## config.mk

```make
export PLATFORM = sky130hd
export DESIGN_NAME = token_pacer
export DESIGN_NICKNAME = d
export VERILOG_FILES = /design/src/rtl/token_pkg.sv /design/src/rtl/token_gap_timer.sv /design/src/rtl/token_pacer.sv
export SDC_FILE = /design/constraint.sdc
export NUM_CORES = 1
export LEC_CHECK = 0
export ABC_AREA = 0
export BUFFER_PORTS_ARGS = -buffer_cell sky130_fd_sc_hd__buf_2
export CAP_MARGIN = 20
export CORE_MARGIN = 2
export CORE_UTILIZATION = 50
export CTS_CLUSTER_SIZE = 14
export DETAILED_ROUTE_END_ITERATION = 12
export GPL_TIMING_DRIVEN = 0
export PLACE_DENSITY = 0.82
export SETUP_SLACK_MARGIN = 0.5
export SYNTH_ARGS = -nofsm -noshare
export SYNTH_HDL_FRONTEND = slang
export SYNTH_SLANG_ARGS = --single-unit
```

## constraint.sdc

```tcl
create_clock -name clk -period 5.7 [get_ports clk]
set_clock_uncertainty 0.1 [all_clocks]
set_input_delay 1.14 -clock clk [delete_from_list [all_inputs] [get_ports clk]]
set_output_delay 1.14 -clock clk [all_outputs]
set_load 0.005 [all_outputs]
```

## src/rtl/token_pkg.sv

```systemverilog
// Shared types and default constants for the token pacer block.
package token_pkg;

  typedef enum logic [1:0] {
    IDLE  = 2'd0,
    OFFER = 2'd1,
    SPACE = 2'd2
  } token_pacer_state_t;

  localparam int TOKEN_CAPACITY_DEF = 200;
  localparam int TOKEN_GAP_DEF      = 1;

endpackage

```

## src/rtl/token_gap_timer.sv

```systemverilog
// Loadable down-counter that times the idle gap after each accepted token.
// A load sets the count so that done is high on the last gap cycle; with
// GAP == 0 there is no gap, so the timer collapses to a constant done.
module token_gap_timer #(
  parameter int GAP = 1
) (
  input  logic clk,
  input  logic rst_n,
  input  logic load,
  output logic done
);

  generate
    if (GAP == 0) begin : g_off
      assign done = 1'b1;
      logic unused_inputs;
      assign unused_inputs = &{1'b0, clk, rst_n, load};
    end else begin : g_on
      localparam int TW = $clog2(GAP + 1);
      logic [TW-1:0] count_q;
      logic [TW-1:0] count_d;

      // Next count: reload on handshake, otherwise run down to zero and hold.
      always_comb begin
        // NOTE: every comb output gets a default first so no path leaves it unassigned (no latch).
        count_d = count_q;
        if (load) begin
          count_d = TW'(GAP - 1);
        end else if (count_q != '0) begin
          count_d = count_q - 1'b1;
        end
      end

      // Count register.
      always_ff @(posedge clk or negedge rst_n) begin
        // NOTE: state flops use non-blocking assignment so all flops update together at the edge.
        if (!rst_n) begin
          count_q <= '0;
        end else begin
          count_q <= count_d;
        end
      end

      assign done = (count_q == '0);
    end
  endgenerate

endmodule

```

## src/rtl/token_pacer.sv

```systemverilog
// Token pacer: collects single-cycle token pulses into a bounded pending
// count and releases them one at a time on a valid/ready output, with GAP
// idle cycles after each accepted token. Overflow is sticky once a token is
// refused because the store is full.
// Optional build macro TOKEN_PACER_STATS_EN adds a saturating 16-bit
// drop_cnt output counting refused tokens.
module token_pacer
  import token_pkg::*;
#(
  parameter int CAPACITY = TOKEN_CAPACITY_DEF,
  parameter int GAP      = TOKEN_GAP_DEF,
  parameter int CNT_W    = $clog2(CAPACITY + 1)
) (
  input  logic             clk,
  input  logic             rst_n,
  input  logic             a,
  input  logic             clr,
  output logic             out_valid,
  input  logic             out_ready,
  output logic [CNT_W-1:0] pending,
  output logic             overflow
`ifdef TOKEN_PACER_STATS_EN
  ,
  output logic [15:0]      drop_cnt
`endif
);

  localparam bit HAS_GAP = (GAP > 0);

  token_pacer_state_t state_q, state_d;
  logic [CNT_W-1:0]   pending_q, pending_d;
  logic               overflow_q, overflow_d;

  logic hs;
  logic full;
  logic accept;
  logic drop;
  logic gap_done;

  assign out_valid = (state_q == OFFER);
  assign hs        = out_valid & out_ready;
  // A handshake in the same cycle frees a slot, so a full store still takes the token.
  assign full      = (pending_q == CNT_W'(CAPACITY));
  assign accept    = a & ~(full & ~hs);
  // Tokens arriving during clr are ignored, not dropped.
  assign drop      = a & ~accept & ~clr;

  token_gap_timer #(
    .GAP (GAP)
  ) u_gap_timer (
    .clk   (clk),
    .rst_n (rst_n),
    .load  (hs),
    .done  (gap_done)
  );

  // Pending count and sticky overflow update.
  always_comb begin
    pending_d  = pending_q;
    overflow_d = overflow_q | drop;
    if (clr) begin
      pending_d  = '0;
      overflow_d = 1'b0;
    end else if (accept && !hs) begin
      pending_d = pending_q + 1'b1;
    end else if (!accept && hs) begin
      pending_d = pending_q - 1'b1;
    end
  end

  // Next-state logic for the offer / gap sequencing.
  always_comb begin
    state_d = state_q;
    unique case (state_q)
      IDLE: begin
        if (pending_d != '0) state_d = OFFER;
      end
      OFFER: begin
        if (hs) begin
          if (HAS_GAP)               state_d = SPACE;
          else if (pending_d != '0)  state_d = OFFER;
          else                       state_d = IDLE;
        end
      end
      SPACE: begin
        if (gap_done) state_d = (pending_d != '0) ? OFFER : IDLE;
      end
      default: state_d = IDLE;
    endcase
    if (clr) state_d = IDLE;
  end

  // State, count and flag registers.
  always_ff @(posedge clk or negedge rst_n) begin
    if (!rst_n) begin
      state_q    <= IDLE;
      pending_q  <= '0;
      overflow_q <= 1'b0;
    end else begin
      state_q    <= state_d;
      pending_q  <= pending_d;
      overflow_q <= overflow_d;
    end
  end

  assign pending  = pending_q;
  assign overflow = overflow_q;

`ifdef TOKEN_PACER_STATS_EN
  logic [15:0] drop_cnt_q, drop_cnt_d;

  // Saturating count of refused tokens.
  always_comb begin
    drop_cnt_d = drop_cnt_q;
    if (clr) begin
      drop_cnt_d = '0;
    end else if (drop && (drop_cnt_q != 16'hFFFF)) begin
      drop_cnt_d = drop_cnt_q + 16'd1;
    end
  end

  // Drop counter register.
  always_ff @(posedge clk or negedge rst_n) begin
    if (!rst_n) begin
      drop_cnt_q <= '0;
    end else begin
      drop_cnt_q <= drop_cnt_d;
    end
  end

  assign drop_cnt = drop_cnt_q;
`endif

endmodule

```

==> run_results.csv <==
group,metric,value,unit
placement,io_buffers,14,
detailed_routing,highest-signal-layer,"met4",
sta,timing.final.crit_share,46.2,%
critical_path,crit_chain,"buf_2 > and3b_1 > buf_6 > nor3_1 > a31oi_1 > mux2_4 > and4bb_1 > a31oi_1",
power,power.total,0.270,mW
grt,grt_pass1_vias,716,
synthesis,syn_inst,89,
cts,clkTransAtPathRegs,0.07,ns
synthesis,synthArstFlopShare,100,%
synthesis,netlist.area_leader.share,33.9,%
detailed_routing,drt_iter0_drc,36,
critical_path,worstReg2RegStart,"pending[1]",
hold_path,min_from,"overflow",
placement,dp.cells,119,
grt,antenna_found_initial,0,
layout,fin_cells,123,
detailed_routing,via_per_inst,6.04,
placement,dp_hpwl,1290,um
cts,clkLatencyLatePin,0.27,ns
layout,n_antenna_cell,0,
die,num_io_pins,15,
placement,gp_congestion,0.867,
critical_path,cp_slowest_cell,"mux2_4",
layout,fill_cells,135,
die,core,0.00151,sq mm
synthesis,synth_area_leaders,"dfrtp_1, nor2_1, ha_1",
cts,hold_buffers,0,
sta,rsz0062_at_grt,"no",
cts,cts_resized,0,
layout,drive_above_1_share,24.3,%
detailed_routing,first_pass_iters,4,
critical_path,crit_fanout,7,
critical_path,timing.critical_path.buf_inv,2,
cts,cts_root_buffer,"clkbuf_4",
run,cap_violations,0,
sta,tns,0,ns
die,initial_core_util,53.9,%
synthesis,syn_avg_cell_area,9.12,sq um
detailed_routing,dr_total_vias,743,
critical_path,crit_family,"simple AND/OR/NAND/NOR gates",
sta,layout_min_cycle_time,2.63,ns
critical_path,cp-end-kind,"flip-flop",
power,p_leak,0.460,nW
cts,cts_tree,"done",
critical_path,slowest_delay,0.34,ns
critical_path,setup.worst_path.start,"out_ready",
power,vdd_drop_max,177,uV
sta,clock.fmax,0.380,GHz
sta,finalSetupViolCount,0,
outcome,status,"finished, final reports clean",
cts,cts.sinks,11,
grt,overflow,0,
synthesis,synth_cell_types,39,
critical_path,path_class,"input port to flip-flop",
grt,grt_max_degree,12,
layout,nNetsFinal,116,
die,dieArea,0.00196,sq mm
cts,cts_buffers,3,
detailed_routing,wl,1900,um
grt,grt_first_pass_wirelength,3110,um
grt,track_usage,22.1,%
critical_path,cp_common_cell,"a31oi_1",
critical_path,rrSetupSlack,3.51,ns
sta,max-slew-margin-rel,73.6,%
synthesis,synth.yosys.seq_area_share,33.9,%
critical_path,crit_arrival,2.68,ns
die,die_x,44.3,um
hold_path,min_path_type,"flip-flop to flip-flop",
cts,clock_path_buffers,2,
synthesis,synth_edf_count,0,
critical_path,crit_path_start_kind,"input port",
synthesis,synth_top_cell_by_area,"dfrtp_1",
detailed_routing,route.detailed.drc,0,
sta,worst_pin_slew,0.390,ns
sta,fin_hold_ws,0.409,ns
synthesis,yosysWarnings,0,
sta,hold_viol_final,0,
power,p_per_area,291,mW/mm^2
sta,slew_violations,0,
detailed_routing,dr_wl_met3,109,um
die,num_rows,14,
critical_path,cp.required,5.74,ns
synthesis,synth_ff_type,"dfrtp_1",
detailed_routing,wl_per_cell,15.4,um
synthesis,ys_ff_latch,11,
cts,cts_max_level,1,
layout,area_growth,14.3,%
cts,postCtsSetupBuffers,0,
detailed_routing,wl_met2,903,um
die,die_y,44.3,um
detailed_routing,routedLengthMet1,824,um
synthesis,syn_nets,97,
detailed_routing,antenna_left,0,
synthesis,netlist_area,812,sq um
## power breakdown
group          switching, mW  internal [mW]
Sequential            0.0162         0.0886
Clock                 0.0272         0.0271
Combinational         0.0603         0.0504
## Yosys cell counts, types with 3 or more instances
master	instances
dfrtp_1	11
nand3_1	3
inv_1	7
o21ai_0	3
nor3_1	6
xnor2_1	3
nor2_1	11
buf_6	3
a31oi_1	3
ha_1	3
## placed cells by master, fill, tap and decap left out, types with 2 or more instances in the layout
cell and count:
o21ai_0 3, buf_2 15, nor3_1 6, o21a_1 2, and3_1 2, nand2_1 2, ha_1 3, a31oi_1 3
inv_1 7, nor4b_1 2, nor2b_1 2, xnor2_1 3, dfrtp_1 11, nand3_1 3, clkbuf_4 3, a21oi_1 2
a32oi_1 2, nor2_1 11, buf_6 3
## layout make-up
type	instances	area [sq um]	area share (%)
multi-input combinational	67	472	50.8
buffer	4	38.8	4.18
sequential	11	275	29.6
timing repair buffer	14	70.1	7.55
inverter	7	26.3	2.83
clock buffer	4	26.3	2.83
tap	16	20.0	2.16
## path summary, 6_finish.rpt
| kind | endpoint | cells after the start |
|---|---|---|
| max in group asynchronous | state_q[1] | 1 |
| worst max register to register | state_q[0] | 8 |
| worst max-delay path | state_q[0] | 8 |
| worst min register to register | overflow | 1 |
| worst min-delay path | overflow | 1 |
| min in group asynchronous | pending[3] | 1 |
## metrics by stage
stage	util (%)	area, sq um	worst slack [ns]
global placement	59.9	902	2.82
CTS	61.6	928	3.10
finish	61.6	928	3.07
floorplan	-	812	3.13
global route	61.6	928	3.00
detailed placement	59.9	902	2.85
## cell families after synthesis
group	Yosys count	share of synthesized area (%)
and+or+nand+nor	39	29.6
AOI/OAI and AO/OA	19	16.5
buffers and inverters	11	8.01
DFF	11	33.9
xor gates and xnor gates	4	4.32
adders and majority gates	3	4.62
muxes	2	3.08
## layer usage
metal / vias up / global-route usage (%)
li1: 365 / -
met1: 334 / 28.0
met2: 34 / 35.9
met3: 10 / 2.45
met4: 0 / 13.9
met5: - / 0
## state kept, by name (all words and copies together) (netlist names)
name	flops
pending	8
overflow	1
state_q	2
(Power assumes the default switching activity.)
